===== config.mk =====
export PLATFORM = sky130hd
export DESIGN_NAME = bsg_nonsynth_cache_done_tracker
export DESIGN_NICKNAME = d
export VERILOG_FILES = /design/src/rtl/bsg_nonsynth_cache_done_tracker.sv
export SDC_FILE = /design/constraint.sdc
export NUM_CORES = 1
export LEC_CHECK = 0
export ABC_AREA = 1
export BUFFER_PORTS_ARGS = -buffer_cell sky130_fd_sc_hd__buf_2
export CAP_MARGIN = 0
export CORE_MARGIN = 4
export CORE_UTILIZATION = 63
export CTS_CLUSTER_SIZE = 25
export DETAILED_ROUTE_END_ITERATION = 16
export PLACE_DENSITY_LB_ADDON = 0.15
export SKIP_LAST_GASP = 1
export SYNTH_ARGS = -nofsm -noshare
export SYNTH_HDL_FRONTEND = slang
export SYNTH_SLANG_ARGS = --single-unit

===== constraint.sdc =====
create_clock -name clk_i -period 8.83 [get_ports clk_i]
set_clock_uncertainty 0.1 [all_clocks]
set_input_delay 0.883 -clock clk_i [delete_from_list [all_inputs] [get_ports clk_i]]
set_output_delay 0.883 -clock clk_i [all_outputs]
set_load 0.02 [all_outputs]

===== src/rtl/bsg_nonsynth_cache_done_tracker.sv =====
// Multi-channel request/response completion tracker for cache benches: counts traffic,
// flags protocol errors and stalls, and pulses finish once all traces are done and drained.
`timescale 1ns/1ps
module bsg_nonsynth_cache_done_tracker #(
  parameter int channels_p        = 1,
  parameter int max_outstanding_p = 64,
  parameter int timeout_p         = 10000,
  parameter int drain_cycles_p    = 25,
  parameter int count_width_p     = 32,
  localparam int ow  = $clog2(max_outstanding_p + 1),
  localparam int chw = (channels_p > 1) ? $clog2(channels_p) : 1
) (
  input  logic                                clk_i,
  input  logic                                reset_i,
  input  logic                                en_i,
  input  logic [channels_p-1:0]               send_v_i,
  input  logic [channels_p-1:0]               send_ready_i,
  input  logic [channels_p-1:0]               recv_v_i,
  input  logic [channels_p-1:0]               recv_yumi_i,
  input  logic [channels_p-1:0]               trace_done_i,
  output logic [channels_p*ow-1:0]            outstanding_o,
  output logic [channels_p*count_width_p-1:0] sent_o,
  output logic [channels_p*count_width_p-1:0] recv_o,
  output logic                                all_done_o,
  output logic                                finish_o,
  output logic                                error_o,
  output logic [1:0]                          error_code_o,
  output logic [chw-1:0]                      error_chan_o
);

  localparam int tw = (timeout_p > 0) ? $clog2(timeout_p + 1) : 1;
  localparam int dw = (drain_cycles_p > 1) ? $clog2(drain_cycles_p) : 1;

  typedef enum logic [1:0] {S_RUN, S_DRAIN, S_DONE, S_ERROR} state_e;

  state_e state_r, state_n;
  logic [dw-1:0] dcnt_r, dcnt_n;
  logic [tw-1:0] tcnt_r, tcnt_n;
  logic          finish_r, finish_n;
  logic [1:0]    code_r, code_n;
  logic [chw-1:0] chan_r, chan_n;

  logic [channels_p-1:0][ow-1:0]            outst_r;
  logic [channels_p-1:0][count_width_p-1:0] sent_r;
  logic [channels_p-1:0][count_width_p-1:0] recv_r;

  logic [channels_p-1:0] s, r, zero, under, over;
  logic all_zero, any_r, quiet, all_traces, t_clear, timeout_hit, drain_last;
  logic det_err;
  logic [1:0] det_code;
  logic [chw-1:0] det_chan, late_chan;

  assign s = send_v_i & send_ready_i;
  assign r = recv_v_i & recv_yumi_i;

  for (genvar i = 0; i < channels_p; i++) begin : g_chan
    assign zero[i]  = (outst_r[i] == '0);
    assign under[i] = r[i] & zero[i];
    assign over[i]  = s[i] & ~r[i] & (outst_r[i] == ow'(max_outstanding_p));
  end

  assign all_zero    = &zero;
  assign any_r       = |r;
  assign quiet       = ~|(s | r);
  assign all_traces  = &trace_done_i;
  assign t_clear     = any_r | all_zero;
  assign timeout_hit = (timeout_p != 0) && !t_clear && (tcnt_r == tw'(timeout_p - 1));
  assign drain_last  = (drain_cycles_p <= 1) || (dcnt_r == dw'(drain_cycles_p - 1));

  // Later loops override earlier ones, and each loop walks downward, so the
  // surviving cause is the highest-priority one on the lowest channel.
  always_comb begin
    det_err   = 1'b0;
    det_code  = 2'd0;
    det_chan  = '0;
    late_chan = '0;
    if (timeout_hit) begin
      det_err  = 1'b1;
      det_code = 2'd3;
      for (int i = channels_p - 1; i >= 0; i--)
        if (!zero[i]) det_chan = chw'(i);
    end
    for (int i = channels_p - 1; i >= 0; i--)
      if (over[i]) begin
        det_err  = 1'b1;
        det_code = 2'd2;
        det_chan = chw'(i);
      end
    for (int i = channels_p - 1; i >= 0; i--)
      if (under[i]) begin
        det_err  = 1'b1;
        det_code = 2'd1;
        det_chan = chw'(i);
      end
    for (int i = channels_p - 1; i >= 0; i--)
      if (s[i] | r[i]) late_chan = chw'(i);
  end

  always_comb begin
    state_n  = state_r;
    dcnt_n   = dcnt_r;
    tcnt_n   = tcnt_r;
    finish_n = 1'b0;
    code_n   = code_r;
    chan_n   = chan_r;
    if (en_i) begin
      if (t_clear || (timeout_p == 0)) tcnt_n = '0;
      else if (tcnt_r != tw'(timeout_p)) tcnt_n = tcnt_r + 1'b1;
      case (state_r)
        S_RUN, S_DRAIN: begin
          if (det_err) begin
            state_n = S_ERROR;
            code_n  = det_code;
            chan_n  = det_chan;
            dcnt_n  = '0;
          end else if (state_r == S_RUN) begin
            if (all_traces && all_zero && quiet) begin
              state_n = S_DRAIN;
              dcnt_n  = '0;
            end
          end else if (!quiet || !all_traces) begin
            state_n = S_RUN;
            dcnt_n  = '0;
          end else if (drain_last) begin
            state_n  = S_DONE;
            finish_n = 1'b1;
          end else begin
            dcnt_n = dcnt_r + 1'b1;
          end
        end
        S_DONE: begin
          if (!quiet) begin
            state_n = S_ERROR;
            code_n  = 2'd0;
            chan_n  = late_chan;
          end
        end
        default: ;
      endcase
    end
  end

  always_ff @(posedge clk_i or posedge reset_i) begin
    if (reset_i) begin
      state_r  <= S_RUN;
      dcnt_r   <= '0;
      tcnt_r   <= '0;
      finish_r <= 1'b0;
      code_r   <= 2'd0;
      chan_r   <= '0;
    end else begin
      state_r  <= state_n;
      dcnt_r   <= dcnt_n;
      tcnt_r   <= tcnt_n;
      finish_r <= finish_n;
      code_r   <= code_n;
      chan_r   <= chan_n;
    end
  end

  // A counter that would wrap past 0 or max_outstanding_p holds instead.
  always_ff @(posedge clk_i or posedge reset_i) begin
    if (reset_i) begin
      outst_r <= '0;
      sent_r  <= '0;
      recv_r  <= '0;
    end else if (en_i) begin
      for (int i = 0; i < channels_p; i++) begin
        if (s[i] && !r[i] && !over[i]) outst_r[i] <= outst_r[i] + 1'b1;
        else if (r[i] && !s[i] && !zero[i]) outst_r[i] <= outst_r[i] - 1'b1;
        if (s[i] && (sent_r[i] != '1)) sent_r[i] <= sent_r[i] + 1'b1;
        if (r[i] && (recv_r[i] != '1)) recv_r[i] <= recv_r[i] + 1'b1;
      end
    end
  end

  assign outstanding_o = outst_r;
  assign sent_o        = sent_r;
  assign recv_o        = recv_r;
  assign all_done_o    = (state_r == S_DONE);
  assign error_o       = (state_r == S_ERROR);
  assign finish_o      = finish_r;
  assign error_code_o  = code_r;
  assign error_chan_o  = chan_r;

endmodule

==> impl_results.md, run 1 <==
* Outcome: finished clean
* CP Buf/Inv Count at 2
* Hold_ws at 0.328 ns
* # port buffers at 83
* Peak Freq at 0.351 GHz
* Seq/Total Area, Yosys at 39.3%
* Slew @ Worst Pin at 1.04 ns
* Post-DRT Antenna Nets at 0
* P&R area growth vs syn at 11.0%
* Finish-stage setup viols at 0
* Die X at 106 um
* I/O pin total at 85
* Final worst slack at 5.98 ns
* Clk Tree Root Cell: clkbuf_8
* TritonCTS clock tree: done
* Core area at 9280 sq um
* Final Hold Viols at 0
* Inserted Clock Buffers at 9
* Worst path required time at 9.03 ns
* Commonest cells in the synthesized netlist: nand2_1 (278), dfrtp_1 (95), inv_1 (95)
* Post-Place Cells at 1051
* Maximum clock path buffer count at 2
* Die area at 11200 sq um
* Setup WS pre-CTS at 5.64 ns
* Mean Syn Cell Area at 7.09 sq um
* Initial Util at 65.2%
* Final Instance Area at 6720 sq um
* Site Rows at 35
* CTS resizes at 0
* Post-CTS setup buffer count at 0
* Gpl congestion at 0.966
* Global route overflow at 0
* CP arrival at 3.05 ns
* Post-synthesis adder-cell area fraction at 2.60%
* Highest metal used: met4
* Top area cells in the synthesized netlist: dfrtp_1 (39%), nand2_1 (17%), xor2_1 (7.5%)
* MaxCap Viol Count at 0
* Multi-input gate area at 3220 sq um
* Post-synth top area share at 39.3%
* Worst-path maximum fanout at 8
* Synthesis Warnings at 0
* Met3 wire len at 820 um
* Number of antenna violations at the first check in global routing at 0
* Post-synthesis compound-gate area fraction at 6.36%
* Min-delay worst type: in2async
* Post-synthesis mux area share at 0%
* Leading area contributor after synthesis: dfrtp_1
* Pin count of the biggest net entering global routing at 83
* Most frequent cell after synthesis: nand2_1
* Area after DPL at 6560 sq um
* Non-filler cells, final at 1066
* Main combinational cell family by area after synthesis: simple AND/OR/NAND/NOR gates
* Top FF cell, synth: dfrtp_1
* DRC at 0
* Delay-heaviest family, CP: compound AO/OA/AOI/OAI gates
* Hold buffer count at cts at 0
* TritonRoute pass-1 iters at 5
* Total leakage power at 3.33 nW
* Post-Syn Area at 6060 sq um
* CTS Sinks at 95
* CP cell instances: buf_2 -> nand2_1 -> inv_1 -> nor2_1 -> o21ai_0 -> ha_1 -> a21oi_1 -> nand2_1 -> nand2_1 -> nand2_1 -> a21oi_1 -> xnor2_1 -> nand2_1 -> nand2_1
* Final Power at 1.34 mW
* Min cycle time layout at 2.85 ns
* Simple-gate share of the synthesized area at 34.8%
* Final design utilization at 72.4%
* Net Count, Synth at 874
* Netlist cell types at 34
* Worst Setup Start Kind: primary input
* Initial DRC Count at 376
* Routed WL at 15.1 mm
* M1 WL at 6.80 mm
* Post-DP HPWL at 11.3 mm
* Gate Count Post-Synth at 854
* Final #Nets at 953
* Unrepaired setup endpoints after global routing: false
* CP Class: in2reg
* Reg area at 2380 sq um
* Antenna cells at 0
* Fillers at 804
* Routed wire length on met2 at 7.25 mm
* Global-route usage over all layers at 27.6%
* DR vias at 5772
* DR vias/cell at 5.41
* Synth Area in XOR/XNOR at 9.26%
* Yosys reg bits at 95
* Share of cells above drive strength 1 at 12.5%
* Wire per inst at 14.1 um
* EDFF count, synth at 0
* Global-route wire length before repair at 26.0 mm
* Slew Viols, Final at 0
* Fin crit share at 32.3%
* Peak VDD IR at 0.000179 V
* Worst path slowest cell: ha_1
* Setup TNS at 0 ns
* Most frequent CP cell: nand2_1
* Clock-pin slew on the worst setup and hold paths at 0.09 ns
* Share of synthesized flip-flops with an asynchronous set or reset at 100%
* Htree depth at 3
* Power Dens Cells at 200 nW/um^2
* Headroom to the max-slew limit at 30.7%
* CP peak stage delay at 0.50 ns
* Die Y at 106 um
* Skew-Pair Late Insertion Delay at 0.36 ns
* Vias in the first global route at 5651
* CP Capture Type: flip-flop
cell type report:
type,instances,area share [%]
clock buffers,12,2.16
clock inverters,3,0.298
inverters,100,5.62
multi-input cells,643,47.9
flip-flops and latches,95,35.4
well taps,129,2.40
repair buffers,84,6.29
report_power, final:
group	leakage, nW	internal (mW)	switching (mW)
Clock	0.0785	0.109	0.150
Sequential	1.25	0.507	0.0965
Combinational	2.01	0.164	0.319
placed cells by master, fill, tap and decap left out, types with 6 or more instances in the layout:
master / synthesis / layout
a21oi_1: 6 / 6
clkbuf_8: 0 / 10
xor2_1: 52 / 52
nor2_1: 81 / 81
nor3_1: 41 / 41
nand2_1: 278 / 278
buf_2: 6 / 83
nand3b_1: 7 / 7
ha_1: 11 / 11
xnor2_1: 12 / 12
inv_1: 95 / 94
nand4_1: 24 / 24
o21ai_0: 61 / 61
nand3_1: 47 / 47
dfrtp_1: 95 / 95
sequential cells by signal, indices dropped and copies added, names as in the netlist:
name,cells
tcnt_r,14
state_r,2
finish_o,1
recv_o,32
error_code_o,2
dcnt_r,5
outstanding_o,7
sent_o,32
path summary, 6_finish.rpt:
kind / depth (start not counted) / slack [ns] / endpoint / startpoint
worst max-delay path: 14 / 5.98 / outstanding_o[5] / recv_v_i
worst min-delay path: 2 / 0.33 / tcnt_r[13] / reset_i
worst max register to register: 12 / 5.99 / outstanding_o[5] / outstanding_o[4]
worst min register to register: 2 / 0.40 / error_code_o[1] / error_code_o[1]
max in group asynchronous: 3 / 7.04 / sent_o[28] / reset_i
min in group clk_i: 2 / 0.40 / error_code_o[1] / error_code_o[1]
layer usage:
layer | GRT usage [%] | up-vias
met3 | 3.40 | 23
li1 | - | 2869
met4 | 8.14 | 0
met2 | 47.1 | 189
met5 | 0 | -
met1 | 37.2 | 2691
cells by family (layout without fill, tap and decap cells):
logic type | after synthesis | after routing
flops | 95 | 95
xor+xnor | 64 | 64
simple gates | 492 | 492
buf+inv | 116 | 199
other cells | 1 | 1
fa+ha+maj | 12 | 12
compound gates | 74 | 74
No activity file was read; power rests on OpenSTA's default activity.
==> run 2: changes to the inputs <==
--- a/config.mk
+++ b/config.mk
@@ -9,7 +9,7 @@
 export BUFFER_PORTS_ARGS = -buffer_cell sky130_fd_sc_hd__buf_2
 export CAP_MARGIN = 0
 export CORE_MARGIN = 4
-export CORE_UTILIZATION = 63
+export CORE_UTILIZATION = 58
 export CTS_CLUSTER_SIZE = 25
 export DETAILED_ROUTE_END_ITERATION = 16
 export PLACE_DENSITY_LB_ADDON = 0.15
==> constraint.sdc (replaced) <==
create_clock -name clk_i -period 2.8 [get_ports clk_i]
set_clock_uncertainty 0.1 [all_clocks]
set_input_delay 0.28 -clock clk_i [delete_from_list [all_inputs] [get_ports clk_i]]
set_output_delay 0.28 -clock clk_i [all_outputs]
set_load 0.02 [all_outputs]
==> impl_results.md, run 2 (synthesized netlist as in run 1, its figures left out) <==
* Final #Nets at 957
* Headroom to the max-slew limit at 53.4%
* Fillers at 938
* Area after DPL at 6600 sq um
* Peak VDD IR at 0.000415 V
* Commonest non-fill, non-tap cell in the layout: nand2_1
* Antenna cells at 0
* Hold_ws at 0.214 ns
* Initial DRC Count at 410
* Commonest non-fill, non-tap cells in the layout: nand2_1 (278), dfrtp_1 (95), inv_1 (94)
* Inserted Clock Buffers at 9
* Finish-stage setup viols at 0
* Met1 Resource Use GR at 36.9%
* Min cycle time layout at 2.52 ns
* DR vias at 5821
* CP arrival at 2.73 ns
* Clock-pin slew on the worst setup and hold paths at 0.10 ns
* Post-DP HPWL at 11.6 mm
* Slew @ Worst Pin at 0.697 ns
* I/O pin total at 85
* Wire per inst at 14.5 um
* Final Hold Viols at 0
* TritonCTS clock tree: done
* Multi-input gate area at 3220 sq um
* MaxCap Viol Count at 0
* Site Rows at 37
* Skew-Pair Late Insertion Delay at 0.37 ns
* Core area at 10200 sq um
* Global Route met2 Usage at 42.9%
* CTS Sinks at 95
* Peak Freq at 0.397 GHz
* CP Capture Type: flip-flop
* Clk Tree Root Cell: clkbuf_8
* Global-route wire length before repair at 25.7 mm
* Gpl congestion at 0.975
* # port buffers at 83
* Worst Setup Start Kind: flip-flop
* Post-DRT Antenna Nets at 0
* DRC at 0
* CP Class: reg2reg
* Reg area at 2380 sq um
* Vias in the first global route at 5387
* DR vias/cell at 5.40
* Share of cells above drive strength 1 at 13.2%
* Number of antenna violations at the first check in global routing at 0
* Worst path required time at 3.01 ns
* Slew Viols, Final at 0
* Worst-path maximum fanout at 6
* Outcome: finished clean
* Total leakage power at 3.38 nW
* GRT met3 Usage at 5.07%
* TritonRoute pass-1 iters at 5
* Unrepaired setup endpoints after global routing: false
* Power Dens Cells at 653 nW/um^2
* Initial Util at 59.2%
* Pin count of the biggest net entering global routing at 75
* Die Y at 110 um
* Final design utilization at 66.8%
* Die area at 12100 sq um
* Die X at 110 um
* Routed WL at 15.6 mm
* Final Instance Area at 6840 sq um
* P&R area growth vs syn at 12.9%
* Most used routing layer in global routing: met2
* Htree depth at 3
* Maximum clock path buffer count at 2
* Fin crit share at 89.9%
* Global-route usage over all layers at 26.6%
* Global route overflow at 0
* Setup TNS at 0 ns
* Min-delay worst type: in2reg
[run 2: cell types whose count changed in the layout (fill, tap and decap cells not counted)]
cell           before  now
buf_12              0    1
bufinv_16           0    2
dlygate4sd3_1       0    1
clkinv_4            0    2
clkbuf_8           10    9
buf_4               1    3
clkinvlp_4          2    3
nor2_1             81   80
clkbuf_1            2    0
inv_4               1    0
nor2_2              2    3
[run 2: per-layer routing]
| metal | wire length [um] | up-vias |
|---|---|---|
| met2 | 7390 | 194 |
| met3 | 1020 | 28 |
| met5 | 0 | - |
| met1 | 7010 | 2721 |
| met4 | 223 | 0 |
| li1 | - | 2878 |
[run 2: critical path, stage by stage, from the launching register on]
cell	delay, ns
dfrtp_1	0.42
nor2_1	0.22
nand2_1	0.08
o21ai_0	0.34
buf_4	0.22
ha_1	0.28
a21oi_1	0.17
nand2_1	0.08
nand2_1	0.08
nand2_1	0.05
a21oi_1	0.15
xnor2_1	0.14
nand2_1	0.06
nand2_1	0.05
[run 2: layout make-up]
| cell class | count | area share, % |
|---|---|---|
| sequential | 95 | 34.8 |
| clock buffer | 9 | 1.81 |
| tap | 136 | 2.49 |
| inverter | 100 | 5.55 |
| multi-input combinational | 643 | 47.1 |
| timing repair buffer | 88 | 6.85 |
| clock inverter | 7 | 1.43 |
[run 2: path summary, 6_finish.rpt]
path / from / endpoint / slack, ns / cells after the start
worst max-delay path: outstanding_o[4] / outstanding_o[5] / 0.28 / 13
worst min-delay path: en_i / tcnt_r[4] / 0.21 / 4
worst max register to register: outstanding_o[4] / outstanding_o[5] / 0.28 / 13
worst min register to register: error_code_o[0] / error_code_o[0] / 0.40 / 2
max in group asynchronous: reset_i / sent_o[10] / 1.46 / 4
min in group asynchronous: reset_i / dcnt_r[1] / 0.40 / 3
[run 2: what timing repair did]
action	in CTS	in global routing
hold buffers	1	0
buffers inserted	0	0
endpoints found under the hold margin	21	0
gates resized for setup	0	1
setup endpoints to repair	0	1
[run 2: power by group]
| group | switching, mW | internal (mW) |
|---|---|---|
| clock network | 0.522 | 0.505 |
| registers | 0.282 | 1.60 |
| logic | 1.03 | 0.521 |
[run 2: stage by stage]
step | std cells | worst slack [ns] | power, mW
after floorplan | 854 | 0.276 | 2.96
after global placement | 1061 | 0.423 | 3.37
after detailed placement | 1061 | 0.288 | 3.44
after CTS | 1078 | 0.269 | 4.47
after global routing | 1078 | 0.00795 | 4.77
final | 1078 | 0.283 | 4.46
==> run 3: changes to the inputs <==
--- a/config.mk
+++ b/config.mk
@@ -9,7 +9,7 @@
 export BUFFER_PORTS_ARGS = -buffer_cell sky130_fd_sc_hd__buf_2
 export CAP_MARGIN = 0
 export CORE_MARGIN = 4
-export CORE_UTILIZATION = 58
+export CORE_UTILIZATION = 50
 export CTS_CLUSTER_SIZE = 25
 export DETAILED_ROUTE_END_ITERATION = 16
 export PLACE_DENSITY_LB_ADDON = 0.15
==> constraint.sdc (replaced) <==
create_clock -name clk_i -period 2.8 [get_ports clk_i]
set_clock_uncertainty 0.1 [all_clocks]
set_input_delay 0.28 -clock clk_i [delete_from_list [all_inputs] [get_ports clk_i]]
set_output_delay 0.28 -clock clk_i [all_outputs]
set_load 0.005 [all_outputs]
==> impl_results.md, run 3 (synthesized netlist as in run 1, its figures left out) <==
* Vias in the first global route at 5159
* Site Rows at 39
* CTS Sinks at 95
* Critical R2R Launch: outstanding_o[0]
* Maximum clock path buffer count at 2
* Hold_ws at 0.254 ns
* CP Class: reg2reg
* Core area at 11600 sq um
* Hold Path Cell Cnt at 4
* Die area at 13900 sq um
* Wire per inst at 13.5 um
* Peak VDD IR at 0.000398 V
* Setup TNS at 0 ns
* Area after DPL at 6620 sq um
* Share of cells above drive strength 1 at 13.0%
* Slew @ Worst Pin at 0.947 ns
* Final #Nets at 958
* Routed WL at 14.7 mm
* Hold endpoint: tcnt_r[4]
* Gpl congestion at 0.914
* Global-route usage over all layers at 21.8%
* Headroom to the max-slew limit at 36.6%
* Hold buffer count at cts at 1
* Global route overflow at 0
* Min-delay worst type: in2reg
* TritonRoute pass-1 iters at 5
* Post-CTS setup buffer count at 0
* DRC at 0
* Int Pwr at 2.80 mW
* Die X at 118 um
* R2r setup slk at 0.29 ns
* Initial Util at 52.1%
* Htree depth at 3
* P&R area growth vs syn at 14.2%
* Pin count of the biggest net entering global routing at 52
* CTS resizes at 0
* Total leakage power at 3.42 nW
* Number of antenna violations at the first check in global routing at 0
* Share of power burned in registers at 42.9%
* Power Dens Cells at 634 nW/um^2
* CP Capture Type: flip-flop
* Global-route wire length before repair at 25.3 mm
* Worst-path maximum fanout at 14
* Final Instance Area at 6920 sq um
* Commonest non-fill, non-tap cells in the layout: nand2_1 (278), dfrtp_1 (95), inv_1 (94)
* I/O pin total at 85
* Post-DRT Antenna Nets at 0
* Switch Pwr at 1.58 mW
* Final Hold Viols at 0
* MaxCap Viol Count at 0
* Commonest non-fill, non-tap cell in the layout: nand2_1
* Skew-Pair Late Insertion Delay at 0.35 ns
* CP arrival at 2.65 ns
* Antenna cells at 0
* Min cycle time layout at 2.51 ns
* Reg2reg path depth at 11
* Clock-pin slew on the worst setup and hold paths at 0.07 ns
* Clock group share of total power at 27.9%
* Finish-stage setup viols at 0
* TritonCTS clock tree: done
* DR vias at 5597
* Outcome: finished clean
* Inserted Clock Buffers at 9
* Initial DRC Count at 282
* Worst Hold Launch: en_i
* DR vias/cell at 5.15
* Sw Ratio at 36.1%
* Fin crit share at 89.8%
* Unrepaired setup endpoints after global routing: false
* Post-DP HPWL at 11.1 mm
* Worst Setup Start Kind: flip-flop
* Worst path required time at 2.94 ns
* Peak Freq at 0.398 GHz
* Comb power frac at 29.2%
* Clk Tree Root Cell: clkbuf_16
* # port buffers at 83
* RR Endpoint: dcnt_r[2]
* Die Y at 118 um
* Slew Viols, Final at 0
==> run 3: changes by cell type in the layout (fill, tap and decap cells not counted) <==
cell	before	now
nor2_2	3	2
clkinvlp_4	3	1
nor2_1	80	81
clkinv_4	2	0
clkbuf_1	0	1
clkinv_2	1	4
clkbuf_16	0	9
bufinv_16	2	1
buf_4	3	4
clkbuf_8	9	0
inv_6	0	1
==> run 3: routing by layer <==
metal	global-route usage, %	vias up	part of all wire (%)
li1	-	2887	-
met1	31.4	2587	51
met2	33.1	106	44
met3	3.94	17	3.9
met4	7.25	0	1.6
met5	0	-	0
==> run 3: area by class of cell <==
| type | count | area, sq um |
|---|---|---|
| flip-flops and latches | 95 | 2380 |
| repair buffers | 89 | 475 |
| inverters | 100 | 379 |
| fillers | 1143 | 4700 |
| multi-input cells | 643 | 3220 |
| clock buffers | 10 | 229 |
| well taps | 143 | 179 |
| clock inverters | 6 | 58.8 |
==> run 3: power by group through the flow <==
stage / clock network [mW] / logic, mW / registers [mW]
floorplan: 0 / 0.885 / 1.86
global route: 1.32 / 1.49 / 1.93
detailed placement: 0 / 1.28 / 1.90
global placement: 0 / 1.27 / 1.89
finish: 1.23 / 1.28 / 1.88
CTS: 1.26 / 1.29 / 1.88
==> run 3: how the worst max path moves through the flow <==
stage | end | slack, ns | startpoint
2_1_floorplan | outstanding_o[5] | 0.36 | outstanding_o[0]
3_3_place_gp | dcnt_r[0] | 0.33 | outstanding_o[0]
3_5_place_dp | dcnt_r[3] | 0.28 | outstanding_o[0]
4_1_cts | dcnt_r[0] | 0.27 | outstanding_o[0]
5_1_grt | dcnt_r[2] | 0.01 | outstanding_o[0]
6_report | dcnt_r[2] | 0.29 | outstanding_o[0]
==> run 3: critical path, cell delays in order, from the launching register on <==
cell and delay, ns:
dfrtp_1 0.45, nor2_1 0.09, nand2_1 0.11, nor2_2 0.07
nor2_1 0.72, nand2_1 0.19, nand3_2 0.19, inv_2 0.08
o21ai_2 0.13, nand2_2 0.14, nand2_1 0.09, nand2_1 0.05
==> run 3: stage by stage <==
stage / util, % / total power [mW] / worst slack, ns / std cells
after global routing: 59.5 / 4.73 / 0.0130 / 1086
final: 59.5 / 4.39 / 0.287 / 1086
after floorplan: - / 2.75 / 0.356 / 854
after global placement: 57.0 / 3.16 / 0.331 / 1069
after CTS: 59.5 / 4.43 / 0.269 / 1086
after detailed placement: 57.0 / 3.18 / 0.279 / 1069
